File: config.mk
export PLATFORM = sky130hd
export DESIGN_NAME = zx_mem_pager
export DESIGN_NICKNAME = d
export VERILOG_FILES = /design/src/rtl/zx_mem_pager.sv
export SDC_FILE = /design/constraint.sdc
export NUM_CORES = 1
export LEC_CHECK = 0
export BUFFER_PORTS_ARGS = -buffer_cell sky130_fd_sc_hd__buf_4
export CAP_MARGIN = 10
export CORE_MARGIN = 4
export CORE_UTILIZATION = 38
export CTS_CLUSTER_SIZE = 28
export DETAILED_ROUTE_END_ITERATION = 16
export PLACE_DENSITY = 0.72
export SETUP_SLACK_MARGIN = 0.4
export SLEW_MARGIN = 20
export SYNTH_ARGS = -nofsm -noshare
export SYNTH_HDL_FRONTEND = slang
export SYNTH_SLANG_ARGS = --single-unit
export TNS_END_PERCENT = 100
File: constraint.sdc
create_clock -name clock_25 -period 1.3 [get_ports clock_25]
set_input_delay 0.26 -clock clock_25 [delete_from_list [all_inputs] [get_ports clock_25]]
set_output_delay 0.26 -clock clock_25 [all_outputs]
set_load 0.05 [all_outputs]
File: src/rtl/zx_mem_pager.sv
// zx_mem_pager: ZX Spectrum paging unit.
// Decodes the paging ports (7FFD, FE and, optionally, 1FFD) from the
// asynchronous Z80 bus, holds the paging state, and maps the CPU address
// onto physical RAM/ROM addresses. RAM size is 128k, 512k or 1024k.
// Optional feature macro: SPECIAL_PAGING_EN (+3-style 1FFD port with
// all-RAM mode and a second ROM page bit). The default build leaves it out.
module zx_mem_pager #(
  parameter int RAM_KB      = 128,
  parameter int ROM_PAGES   = 2,
  parameter int FULL_DECODE = 0,
  parameter int RAM_AW      = 20
) (
  input  logic              clock_25,
  input  logic              RESET_N,
  input  logic [15:0]       A,
  input  logic [7:0]        D,
  input  logic              nIORQ,
  input  logic              nMREQ,
  input  logic              nWR,
  input  logic              nRD,
  output logic [RAM_AW-1:0] ram_addr,
  output logic [15:0]       rom_addr,
  output logic              rom_sel,
  output logic              ram_we,
  output logic              vid_bank,
  output logic [2:0]        border,
  output logic              page_lock,
  output logic              port_wr
);

  // Bank register width for the configured RAM size. The bank register is
  // held as 6 bits internally; bits above BANK_W stay zero, which gives the
  // zero extension of ram_addr for free.
  localparam int BANK_W = (RAM_KB == 1024) ? 6 : ((RAM_KB == 512) ? 5 : 3);
  localparam logic [5:0] BANK_MASK = 6'((1 << BANK_W) - 1);

  // Only page bits that exist in the fitted ROM can be driven.
  localparam logic [1:0] ROM_PG_MASK = (ROM_PAGES > 2) ? 2'b11 : 2'b01;

  localparam bit IS_1024 = (RAM_KB == 1024);
  localparam bit IS_BIG  = (RAM_KB >= 512);
  localparam bit IS_FULL = (FULL_DECODE != 0);

  // Bus synchroniser stages (two flops per signal, third nWR flop for edge).
  logic        r_niorq_s1, r_niorq_s2;
  logic        r_nwr_s1, r_nwr_s2, r_nwr_s3;
  logic [15:0] r_a_s1, r_a_s2;
  logic [7:0]  r_d_s1, r_d_s2;

  // Paging state.
  logic [5:0]  r_bank;
  logic        r_vid_bank;
  logic        r_rom_pg0;
  logic        r_page_lock;
  logic [2:0]  r_border;
  logic        r_port_wr;

  // Decode and map wires.
  logic        w_wr_det;
  logic        w_hit_7ffd;
  logic        w_hit_fe;
  logic        w_accept_7ffd;
  logic [5:0]  w_bank_next;
  logic        w_lock_next;
  logic        w_rom_sel;
  logic [5:0]  w_slot_bank;
  logic        w_rom_hi;
  logic [1:0]  w_rom_page;
  logic        w_unused;

  // nRD is part of the bus interface but paging never depends on reads.
  assign w_unused = nRD;

  // Bring the asynchronous CPU bus into the clock_25 domain.
  // NOTE: sequential state uses non-blocking (<=) so every flop samples the
  // pre-edge value of its source; blocking here would collapse the stages.
  always_ff @(posedge clock_25) begin
    if (!RESET_N) begin
      r_niorq_s1 <= 1'b0;
      r_niorq_s2 <= 1'b0;
      r_nwr_s1   <= 1'b0;
      r_nwr_s2   <= 1'b0;
      r_nwr_s3   <= 1'b0;
      r_a_s1     <= '0;
      r_a_s2     <= '0;
      r_d_s1     <= '0;
      r_d_s2     <= '0;
    end else begin
      r_niorq_s1 <= nIORQ;
      r_niorq_s2 <= r_niorq_s1;
      r_nwr_s1   <= nWR;
      r_nwr_s2   <= r_nwr_s1;
      r_nwr_s3   <= r_nwr_s2;
      r_a_s1     <= A;
      r_a_s2     <= r_a_s1;
      r_d_s1     <= D;
      r_d_s2     <= r_d_s1;
    end
  end

  // An I/O write is a falling edge of synced nWR while synced nIORQ is low.
  // A held-low nWR shows no further edge, so it cannot retrigger.
  assign w_wr_det   = r_nwr_s3 & ~r_nwr_s2 & ~r_niorq_s2;

  assign w_hit_7ffd = IS_FULL ? (r_a_s2 == 16'h7FFD)
                              : (~r_a_s2[15] & ~r_a_s2[1]);
  assign w_hit_fe   = ~r_a_s2[0];

  assign w_accept_7ffd = w_wr_det & w_hit_7ffd & ~r_page_lock;

  // 1024k reuses D[5] as the top bank bit, so the lock is unavailable there.
  assign w_bank_next = {r_d_s2[5] & IS_1024, r_d_s2[7:6] & {2{IS_BIG}},
                        r_d_s2[2:0]} & BANK_MASK;
  assign w_lock_next = IS_1024 ? 1'b0 : r_d_s2[5];

  // Paging, border and port-write pulse registers; reset beats any write.
  always_ff @(posedge clock_25) begin
    if (!RESET_N) begin
      r_bank      <= '0;
      r_vid_bank  <= 1'b0;
      r_rom_pg0   <= 1'b0;
      r_page_lock <= 1'b0;
      r_border    <= '0;
      r_port_wr   <= 1'b0;
    end else begin
      r_port_wr <= w_wr_det;
      if (w_accept_7ffd) begin
        r_bank      <= w_bank_next;
        r_vid_bank  <= r_d_s2[3];
        r_rom_pg0   <= r_d_s2[4];
        r_page_lock <= w_lock_next;
      end
      if (w_wr_det && w_hit_fe) begin
        r_border <= r_d_s2[2:0];
      end
    end
  end

`ifdef SPECIAL_PAGING_EN
  logic [2:0] r_spec;
  logic       w_hit_1ffd;

  assign w_hit_1ffd = IS_FULL ? (r_a_s2 == 16'h1FFD)
                              : ((r_a_s2[15:12] == 4'b0001) & ~r_a_s2[1]);

  // 1FFD register: all-RAM enable, bank-set select / ROM high page bit.
  always_ff @(posedge clock_25) begin
    if (!RESET_N) begin
      r_spec <= '0;
    end else if (w_wr_det && w_hit_1ffd && !r_page_lock) begin
      r_spec <= r_d_s2[2:0];
    end
  end

  // Bank for a slot in all-RAM mode, from the selected bank set.
  function automatic logic [5:0] special_bank(input logic [1:0] set,
                                              input logic [1:0] slot);
    case (set)
      2'b00:   return {4'd0, slot};
      2'b01:   return {4'd1, slot};
      2'b10:   return (slot == 2'd3) ? 6'd3 : {4'd1, slot};
      default: begin
        case (slot)
          2'd0:    return 6'd4;
          2'd1:    return 6'd7;
          2'd2:    return 6'd6;
          default: return 6'd3;
        endcase
      end
    endcase
  endfunction

  assign w_rom_hi = r_spec[2];
`else
  assign w_rom_hi = 1'b0;
`endif

  // Slot decode: ROM or fixed/paged RAM bank for the current CPU address.
  // NOTE: every output of this block gets a default first, so no path can
  // leave a value unassigned and infer a latch.
  always_comb begin
    w_rom_sel   = 1'b0;
    w_slot_bank = 6'd0;
    case (A[15:14])
      2'b00:   w_rom_sel   = 1'b1;
      2'b01:   w_slot_bank = 6'd5;
      2'b10:   w_slot_bank = 6'd2;
      default: w_slot_bank = r_bank;
    endcase
`ifdef SPECIAL_PAGING_EN
    if (r_spec[0]) begin
      w_rom_sel   = 1'b0;
      w_slot_bank = special_bank(r_spec[2:1], A[15:14]);
    end
`endif
  end

  // A set lock forces the 48k ROM regardless of rom_pg0.
  assign w_rom_page = {w_rom_hi, r_rom_pg0 | r_page_lock} & ROM_PG_MASK;

  assign ram_addr  = RAM_AW'({w_slot_bank, A[13:0]});
  assign rom_addr  = {w_rom_page, A[13:0]};
  assign rom_sel   = w_rom_sel;
  // Raw bus strobes on purpose: the memory clock qualifies this enable.
  assign ram_we    = ~nMREQ & ~nWR & ~w_rom_sel;
  assign vid_bank  = r_vid_bank;
  assign border    = r_border;
  assign page_lock = r_page_lock;
  assign port_wr   = r_port_wr;

endmodule

# [Yosys cells after proc, flatten, opt, wreduce, memory -nomap -nowiden]
# Index checks and enable logic that the tools add are counted.
[totals] reg_bits=59 inputBits=30 out_inout_bits=44 word_cells=38
[classes] n_eq_ne=2 n_mux=2 bitwise_logic=17 reduce_logical=2
[op_table] op="$not A1 Y1" n=9
[op_table] op="$pmux W3 S3" n=1
[op_table] op="$and A1 B1 Y1" n=7
[op_table] op="$eq A2 B1 Y1 const B" n=1
[op_table] op="$eq A2 B2 Y1 const B" n=1
[op_table] op="$logic_not A2 Y1" n=1
[op_table] op="$logic_and A1 B1 Y1" n=1
[op_table] op="$mux W1" n=1
[op_table] op="$or A1 B1 Y1" n=1

# [Logic depth before layout (Yosys ltp)]
# Gate-level depths: netlist (run 1).
[depth] word_depth=5 ltp_mapped=4 mapped_depth_nobuf=3

# [Worst setup path after synthesis (run 1)]
# No wires, ideal clock.
[synth_timing] path_type="in2out" startpoint="input port A[14]" endpoint="output port ram_we" arrival_ns=1.568 t_required_ns=1.040 path_slack_ns=-0.528 stages=2 path_cell_list="nor2_1 nor3_1"
[synth_via] elab_chain_cells=4
[synth_rtl] element="start, declared" line_no="15" rtl="input logic [15:0] A,"
[synth_rtl] element="$logic_not A2 Y1" line_no="184" rtl="case (A[15:14])"
[synth_rtl] element="$mux W1" line_no="184"
[synth_rtl] element="$not A1 Y1" line_no="205" rtl="assign ram_we = ~nMREQ & ~nWR & ~w_rom_sel;"
[synth_rtl] element="$and A1 B1 Y1" line_no="205"
[synth_rtl] element="end, declared" line_no="24" rtl="output logic ram_we,"
# Every way passes these cells.

# [Worst setup path after layout (run 1)]
[layout_timing] startpoint="register r_niorq_s2" endpoint="register r_bank[1]"
[layout_via] elab_chain_cells=4
[layout_rtl] element="start, declared" line_no="45" rtl="logic r_niorq_s1, r_niorq_s2;"
[layout_rtl] element="start signal, assigned" line_no="90" rtl="r_niorq_s2 <= r_niorq_s1;"
[layout_rtl] element="$not A1 Y1" line_no="103" rtl="assign w_wr_det = r_nwr_s3 & ~r_nwr_s2 & ~r_niorq_s2;"
[layout_rtl] element="$and A1 B1 Y1" line_no="103"
[layout_rtl] element="$and A1 B1 Y1 (2 in a row)" line_no="109" rtl="assign w_accept_7ffd = w_wr_det & w_hit_7ffd & ~r_page_lock;"
[layout_rtl] element="end signal, assigned" line_no="128" rtl="r_bank <= w_bank_next;"
[layout_rtl] element="end, declared" line_no="51" rtl="logic [5:0] r_bank;"
# Every way passes these cells.
# A chain may end at the register's enable or synchronous reset.

==> flow_metrics.env, run 1 <==
export IMPL_status="finished, violations left"
export IMPL_violations="negative setup slack"
export IMPL_hpwl_um=1490
export IMPL_grt_pass1_vias=816
export IMPL_start_util_pct=41.0
export IMPL_synth_cells=133
export IMPL_netlist_area_sq_um=1290
export IMPL_min_from="nIORQ"
export IMPL_final_cell_count_no_fill=193
export IMPL_area_growth_syn_to_layout_pct=29.8
export IMPL_p_sw_uw=494
export IMPL_row_count=20
export IMPL_report_final_slew_viol_count=0
export IMPL_grt_start_max_net_pins=40
export IMPL_grt_pass1_wl_um=3520
export IMPL_drv_cap=0
export IMPL_die_w_um=66.3
export IMPL_crit_buf_inv=0
export IMPL_fin_ws_ns=-0.135
export IMPL_fin_nets=178
export IMPL_fin_crit_sh_pct=110
export IMPL_crit_chain="or3b_4 -> or4_4 -> mux2i_1"
export IMPL_worstPathRequired_ns=1.54
export IMPL_detailedRoute_firstIterationViolations=6
export IMPL_crit_start="r_niorq_s2$_SDFF_PN0_"
export IMPL_rsz0062_at_grt="true"
export IMPL_max_stage_delay_ns=0.47
export IMPL_cts_hold_buf=0
export IMPL_max_freq_mhz=697
export IMPL_drc=0
export IMPL_cts_tree="yes"
export IMPL_crit_slowest_cell="or4_4"
export IMPL_root_buffer="clkbuf_4"
export IMPL_seq_area_frac_synth_pct=51.1
export IMPL_synth_seq_cells=33
export IMPL_cts_made_buffers=5
export IMPL_drive_gt1_share_pct=49.7
export IMPL_internal_power_mw=1.35
export IMPL_final_antenna_net_count=0
export IMPL_vias_per_cell=4.24
export IMPL_final_util_pct=53.2
export IMPL_cp_start_kind="register"
export IMPL_grt_total_usage_pct=11.1
export IMPL_placed_area_sq_um=1410
export IMPL_num_antenna_cells=0
export IMPL_clock_sinks=33
export IMPL_critPathKind="register to register"
export IMPL_ir_drop_mv=0.677
export IMPL_combPwrFrac_pct=13.4
export IMPL_cts_buffer_depth=2
export IMPL_switching_share_pct=26.7
export IMPL_num_vias=819
export IMPL_most_common_layout_cells="and2_1 (23), dfxtp_1 (23), buf_4 (22), nand2_1 (15), buf_8 (11)"
export IMPL_clk_latency_ns=0.34
export IMPL_clkPwrFrac_pct=29.5
export IMPL_gr_total_overflow=0
export IMPL_p_per_area_nw_per_um2=1100
export IMPL_dieHeight_um=66.3
export IMPL_leakage_nw=0.738
export IMPL_wl_per_cell_um=11.3
export IMPL_cp_top_family="simple AND/OR/NAND/NOR gates"
export IMPL_dp_slack_ns=-0.109
export IMPL_cp_arrival_ns=1.67
export IMPL_period_needed_ns=1.44
export IMPL_die_area_sq_um=4400
export IMPL_portBuffers=30
export IMPL_placedCellCount=176
export IMPL_synth_cell_types=17
export IMPL_htreeDepth=2
export IMPL_crit_fanout=4
export IMPL_yosys_warnings=0
export IMPL_hold_class="primary input to register"
export IMPL_seqPwrFrac_pct=57.1
export IMPL_drt_pass1_iterations=2
export IMPL_synth_area_per_cell_sq_um=9.72
export IMPL_r2r_start="r_niorq_s2$_SDFF_PN0_"
export IMPL_core_area_sq_um=3150
export IMPL_hold_viol=0
export IMPL_boundaryPins=74
export IMPL_finish_instance_area_sq_um=1680
export IMPL_clock_skew_ns=0.00650
export IMPL_antenna_found_initial=0
export IMPL_setup_viol=9
export IMPL_endpoint_kind="register"
export IMPL_drt_total_wl_um=2190
export IMPL_clk_pin_slew_ns=0.10
export IMPL_place_congestion=0.716
-- logic make-up after synthesis --
group | after synthesis | share of synthesized area [%]
other | 1 | 0.290
DFF | 33 | 51.1
and+or+nand+nor | 46 | 19.0
AOI/OAI and AO/OA | 4 | 2.13
buffers and inverters | 41 | 21.3
muxes | 8 | 6.20
-- per-stage QoR --
stage	hold slack [ns]	setup TNS, ns	power (mW)
after global placement	0.416	-0.392	1.29
after detailed placement	0.422	-0.571	1.29
final	0.125	-0.836	1.85
after global routing	0.0944	-1.52	1.94
after floorplan	0.382	-0.567	1.43
after CTS	0.116	-1.05	1.85
-- Yosys cell counts --
cell type  count  area [sq um]
nor4_1         1          6.26
and2_1        23           144
or2_2          1          6.26
inv_1          4          15.0
mux2i_1        8          80.1
nor2_1         3          11.3
or4_1          1          7.51
o21ai_0        1          5.00
nor3_1         1          5.00
dfxtp_1       33           661
or3b_1         1          8.76
nand2_1       15          56.3
conb_1         1          3.75
buf_2          1          5.00
buf_4         32           240
a21boi_0       3          22.5
clkbuf_1       4          15.0
-- power by group through the flow --
stage	clock [mW]	combinational, mW	sequential, mW
floorplan	0	0.357	1.08
global placement	0	0.214	1.07
detailed placement	0	0.218	1.08
CTS	0.558	0.241	1.05
global route	0.616	0.263	1.06
finish	0.545	0.247	1.05
-- flip-flops by register name, indices dropped and copies added, names as in the netlist, 3 cells and up --
register and flops:
border 3, r_a_s1 3, r_a_s2 3, r_bank 3
r_d_s1 6, r_d_s2 6
-- worst paths after layout --
kind / slack (ns) / endpoint / cells after the start
setup / recovery: -0.14 / r_bank[1]$_SDFFE_PN0P_ / 3
hold / removal: 0.12 / r_niorq_s1$_SDFF_PN0_ / 2
setup reg to reg: -0.14 / r_bank[1]$_SDFFE_PN0P_ / 3
hold reg to reg: 0.44 / page_lock$_SDFFE_PN0P_ / 2
-- routing by layer --
layer	wire length [um]	share of wire [%]	track usage [%]
met2	1210	55	19.5
met4	54	2.5	4.82
met3	203	9.3	7.14
met1	717	33	9.85
met5	0	0	0
-- timing repair --
action                                  CTS  global route
gates resized for setup                  39             9
endpoints found under the setup margin   22            22
pin swaps                                 1             0
setup buffers                             3             6
endpoints found under the hold margin     0             0
-- final cells by class --
| class | count | area (sq um) |
|---|---|---|
| tap | 44 | 55.1 |
| clock inverter | 3 | 17.5 |
| multi-input combinational | 62 | 445 |
| clock buffer | 5 | 37.5 |
| sequential | 33 | 676 |
| inverter | 4 | 15.0 |
| fill | 271 | 1480 |
| timing repair buffer | 42 | 432 |
Note: power is estimated with default switching activity, not from simulation.
==> run 2: changes to the inputs <==
- CTS_BUF_LIST: unset -> sky130_fd_sc_hd__clkbuf_8
==> flow_metrics.env, run 2 (synthesis gave the netlist of run 1 again) <==
export IMPL_root_buffer="clkbuf_8"
export IMPL_hold_viol=0
export IMPL_final_antenna_net_count=0
export IMPL_vias_per_cell=4.24
export IMPL_final_util_pct=54.6
export IMPL_leakage_nw=0.757
export IMPL_die_area_sq_um=4400
export IMPL_hpwl_um=1490
export IMPL_gr_total_overflow=0
export IMPL_area_growth_syn_to_layout_pct=33.1
export IMPL_fin_setup_tns_ns=-0.791
export IMPL_detailedRoute_firstIterationViolations=19
export IMPL_grt_start_max_net_pins=40
export IMPL_hold_class="primary input to register"
export IMPL_grt_pass1_vias=826
export IMPL_setup_viol=7
export IMPL_max_stage_delay_ns=0.47
export IMPL_fin_crit_sh_pct=111
export IMPL_htreeDepth=2
export IMPL_drt_total_wl_um=2350
export IMPL_hold_slack_ns=0.187
export IMPL_dieHeight_um=66.3
export IMPL_drt_pass1_iterations=4
export IMPL_drc=0
export IMPL_ir_drop_mv=0.852
export IMPL_violations="negative setup slack"
export IMPL_p_per_area_nw_per_um2=1180
export IMPL_cts_tree="yes"
export IMPL_place_congestion=0.716
export IMPL_crit_slowest_cell="or4_4"
export IMPL_cts_made_buffers=5
export IMPL_max_freq_mhz=694
export IMPL_fin_ws_ns=-0.142
export IMPL_period_needed_ns=1.44
export IMPL_row_count=20
export IMPL_clock_sinks=33
export IMPL_crit_fanout=4
export IMPL_drv_cap=0
export IMPL_clk_latency_ns=0.28
export IMPL_wl_per_cell_um=12.1
export IMPL_num_antenna_cells=0
export IMPL_power_total_mw=2.03
export IMPL_cts_hold_buf=0
export IMPL_start_util_pct=41.0
export IMPL_clk_pin_slew_ns=0.07
export IMPL_cp_start_kind="register"
export IMPL_report_final_slew_viol_count=0
export IMPL_num_vias=822
export IMPL_clock_skew_ns=0.00176
export IMPL_worstPathRequired_ns=1.47
export IMPL_antenna_found_initial=0
export IMPL_boundaryPins=74
export IMPL_top_regs="r_d_s1 x6, r_d_s2 x6"
export IMPL_crit_chain="or3b_4 -> or4_4 -> mux2i_1"
export IMPL_rrSetupSlack_ns=-0.14
export IMPL_portBuffers=30
export IMPL_die_w_um=66.3
export IMPL_status="finished, violations left"
export IMPL_cts_buffer_depth=2
export IMPL_critPathKind="register to register"
export IMPL_core_area_sq_um=3150
export IMPL_endpoint_kind="register"
export IMPL_cp_arrival_ns=1.61
export IMPL_drive_gt1_share_pct=50.0
export IMPL_grt_pass1_wl_um=3690
export IMPL_fin_nets=179
export IMPL_grt_total_usage_pct=11.2
export IMPL_most_common_layout_cells="and2_1 (23), buf_4 (23), dfxtp_1 (23), nand2_1 (15), buf_8 (12)"
export IMPL_rsz0062_at_grt="true"
run 2: cell types whose count changed in the layout (fill, tap and decap cells not counted):
| cell | before | now |
|---|---|---|
| clkbuf_4 | 5 | 0 |
| clkbuf_8 | 0 | 5 |
| buf_4 | 22 | 23 |
| buf_6 | 9 | 8 |
| buf_8 | 11 | 12 |
run 2: through the flow:
stage	instances	setup slack, ns	area, sq um
6_report	194	-0.142	1720
5_1_grt	194	-0.163	1720
4_1_cts	187	-0.118	1640
3_5_place_dp	176	-0.109	1410
3_3_place_gp	176	-0.0835	1410
2_1_floorplan	136	-0.138	1370
run 2: worst max-delay path, delay by kind of cell, from the launching register on:
| kind | cells | cell delay (ns) |
|---|---|---|
| DFF | 1 | 0.30 |
| muxes | 1 | 0.15 |
| and+or+nand+nor | 2 | 0.88 |
run 2: power by group:
group	switching (mW)	internal (mW)
clock	0.357	0.368
sequential	0.0108	1.04
combinational	0.142	0.107
total	0.510	1.52
run 2: final timing paths:
kind | from | endpoint | cells after the start
setup reg to reg | r_niorq_s2$_SDFF_PN0_ | r_bank[1]$_SDFFE_PN0P_ | 3
hold / removal | nIORQ | r_niorq_s1$_SDFF_PN0_ | 2
hold reg to reg | r_d_s2[5]$_SDFF_PN0_ | page_lock$_SDFFE_PN0P_ | 2
setup / recovery | r_niorq_s2$_SDFF_PN0_ | r_bank[1]$_SDFFE_PN0P_ | 3
run 2: repair_timing:
action                                  4_1_cts  5_1_grt
endpoints found under the setup margin       22       22
pin swaps                                     1        1
setup buffers                                 3        7
resized for setup                            41        8
cloned                                        0        0
hold endpoints to repair                      0        0
run 2: area by class of cell:
cell class | instances | area [sq um]
fill | 269 | 1430
sequential | 33 | 676
multi-input combinational | 62 | 445
timing repair buffer | 43 | 443
clock buffer | 5 | 68.8
tap | 44 | 55.1
clock inverter | 3 | 17.5
inverter | 4 | 15.0
run 2: routing by layer:
layer	wire length [um]	global-route usage [%]	up-vias
li1	-	-	406
met1	814	10.8	372
met2	1310	20.3	34
met3	197	5.78	10
met4	27	3.30	0
met5	0	0	-
==> run 3: changes to the inputs <==
- ABC_AREA: unset -> 1
- PLACE_DENSITY: 0.72 -> 0.7
==> flow_metrics.env, run 3 <==
export IMPL_cp_arrival_ns=0.98
export IMPL_clk_latency_ns=0.27
export IMPL_synth_ff_type="dfxtp_1"
export IMPL_status="finished, final reports clean"
export IMPL_fin_crit_sh_pct=95.6
export IMPL_crit_fanout=2
export IMPL_cp_top_family="flip-flops"
export IMPL_drive_gt1_share_pct=37.8
export IMPL_clk_pin_slew_ns=0.06
export IMPL_hold_end="r_d_s1[4]$_SDFF_PN0_"
export IMPL_area_growth_syn_to_layout_pct=25.5
export IMPL_vias_per_cell=3.76
export IMPL_place_congestion=0.685
export IMPL_start_util_pct=40.3
export IMPL_core_area_sq_um=3420
export IMPL_num_antenna_cells=0
export IMPL_seq_area_frac_synth_pct=48.0
export IMPL_clock_skew_ns=0.00382
export IMPL_portBuffers=30
export IMPL_dieHeight_um=68.2
export IMPL_min_path_cells=3
export IMPL_r2r_end="border[0]$_SDFFE_PN0P_"
export IMPL_drv_cap=0
export IMPL_rrSetupSlack_ns=0.31
export IMPL_gr_total_overflow=0
export IMPL_antenna_found_initial=0
export IMPL_top_regs="r_d_s1 x6, r_d_s2 x6"
export IMPL_crit_chain="or2_4 -> buf_8"
export IMPL_hold_class="primary input to register"
export IMPL_grt_pass1_wl_um=3170
export IMPL_fin_setup_tns_ns=0
export IMPL_wl_per_cell_um=8.96
export IMPL_hold_viol=0
export IMPL_synth_area_per_cell_sq_um=7.78
export IMPL_boundaryPins=74
export IMPL_drt_pass1_iterations=4
export IMPL_worstPathRequired_ns=1.04
export IMPL_synth_seq_cells=33
export IMPL_row_count=21
export IMPL_final_antenna_net_count=0
export IMPL_final_util_pct=50.5
export IMPL_num_vias=868
export IMPL_endpoint_kind="primary output"
export IMPL_synthArstFlopShare_pct=0
export IMPL_grt_total_usage_pct=9.35
export IMPL_max_freq_mhz=804
export IMPL_final_common_cell="nand2_1"
export IMPL_synth_top_area_cell="dfxtp_1"
export IMPL_yosys_warnings=0
export IMPL_crit_slowest_cell="dfxtp_4"
export IMPL_leakage_nw=0.909
export IMPL_synth_cell_types=17
export IMPL_netlist_area_sq_um=1380
export IMPL_grt_pass1_vias=789
export IMPL_synth_edf_count=0
export IMPL_report_final_slew_viol_count=0
export IMPL_root_buffer="clkbuf_8"
export IMPL_hpwl_um=1380
export IMPL_n_fill_cell=326
export IMPL_crit_buf_inv=1
export IMPL_clock_sinks=33
export IMPL_p_per_area_nw_per_um2=1190
export IMPL_grt_start_max_net_pins=33
export IMPL_fin_nets=214
export IMPL_period_needed_ns=1.24
export IMPL_critPathKind="register to primary output"
export IMPL_reg2reg_depth=5
export IMPL_cts_buffer_depth=2
export IMPL_ir_drop_mv=0.465
export IMPL_die_area_sq_um=4650
export IMPL_max_stage_delay_ns=0.34
export IMPL_r2r_start="r_niorq_s2$_SDFF_PN0_"
export IMPL_synth_cells=177
export IMPL_hold_slack_ns=0.164
export IMPL_dp_slack_ns=0.144
export IMPL_power_total_mw=2.06
export IMPL_cts_hold_buf=0
export IMPL_drc=0
export IMPL_cp_start_kind="register"
export IMPL_setup_viol=0
export IMPL_fin_ws_ns=0.0567
export IMPL_cts_made_buffers=5
export IMPL_synth_most_common_cell="nand2_1"
export IMPL_cts_tree="yes"
export IMPL_detailedRoute_firstIterationViolations=31
export IMPL_multi_input_area_sq_um=445
export IMPL_min_from="D[4]"
export IMPL_htreeDepth=2
export IMPL_drt_total_wl_um=2070
export IMPL_synth_top_area_share_pct=48.0
export IMPL_die_w_um=68.2
export IMPL_seqCellArea_sq_um=677
export IMPL_synth_top_cells_by_count="nand2_1 (40), dfxtp_1 (33), inv_1 (33), buf_4 (32), nor2_1 (25)"
export IMPL_most_common_layout_cells="nand2_1 (39), inv_1 (33), dfxtp_1 (22), nor2_1 (15), buf_4 (15)"
export IMPL_synth_area_leaders="dfxtp_1 (48%), buf_4 (17%), nand2_1 (11%)"
export IMPL_rsz0062_at_grt="true"
run 3: changes by cell type after synthesis, moves of 2 or more:
cell	before	now
nand2_1	15	40
clkbuf_1	4	0
nor2_1	3	25
mux2i_1	8	0
and2_1	23	0
inv_1	4	33
a21boi_0	3	0
buf_2	1	3
run 3: cells by family (layout without fill, tap and decap cells):
kind of cell	after synthesis	after routing	synth area share, %
and+or+nand+nor	73	74	23.5
buffers and inverters	69	73	27.8
DFF	33	33	48.0
other	1	4	0.272
AOI/OAI and AO/OA	1	1	0.363
run 3: where the power goes:
part | switching [mW] | internal, mW | total [mW]
Sequential | 0.0170 | 1.05 | 1.07
Clock | 0.319 | 0.355 | 0.674
Combinational | 0.194 | 0.119 | 0.313
Total | 0.530 | 1.53 | 2.06
run 3: through the flow:
stage                     cells  instance area, sq um
after floorplan             180                  1460
after global placement      221                  1490
after detailed placement    221                  1490
after CTS                   231                  1680
after global routing        231                  1730
final                       231                  1730
run 3: layer usage:
layer,GRT usage (%),wire length [um],vias up
met2,16.5,1020,29
met4,4.96,46,0
met1,9.12,802,351
met5,0,0,-
met3,4.11,201,6
li1,-,-,482
run 3: final cells by class:
| type | instances | area share [%] |
|---|---|---|
| sequential | 33 | 39.2 |
| multi-input combinational | 79 | 25.8 |
| timing repair buffer | 31 | 19.1 |
| inverter | 34 | 7.90 |
| clock buffer | 5 | 3.99 |
| tap | 46 | 3.33 |
| clock inverter | 3 | 0.652 |
run 3: worst max-delay path by stage:
| stage | endpoint | cells past startpoint | startpoint | slack [ns] |
|---|---|---|---|---|
| 2_1_floorplan | ram_we | 2 | A[14] | 0.29 |
| 6_report | rom_addr[14] | 2 | page_lock$_SDFFE_PN0P_ | 0.06 |
| 3_5_place_dp | ram_addr[15] | 5 | A[14] | 0.14 |
| 5_1_grt | rom_addr[14] | 2 | page_lock$_SDFFE_PN0P_ | 0.02 |
| 3_3_place_gp | ram_addr[15] | 5 | A[14] | 0.16 |
| 4_1_cts | rom_addr[14] | 2 | page_lock$_SDFFE_PN0P_ | 0.04 |
run 3: tightest hold or removal path, delay by kind of cell:
family / cells / cell delay (ns)
buf+inv: 2 / 0.12
simple gates: 1 / 0.04
run 3: repair_timing:
action                                  in CTS  in global routing
gates cloned                                 1                  0
setup buffers                                1                  0
gates resized for setup                     30                 12
pin swaps                                    9                  7
endpoints found under the setup margin      20                 21
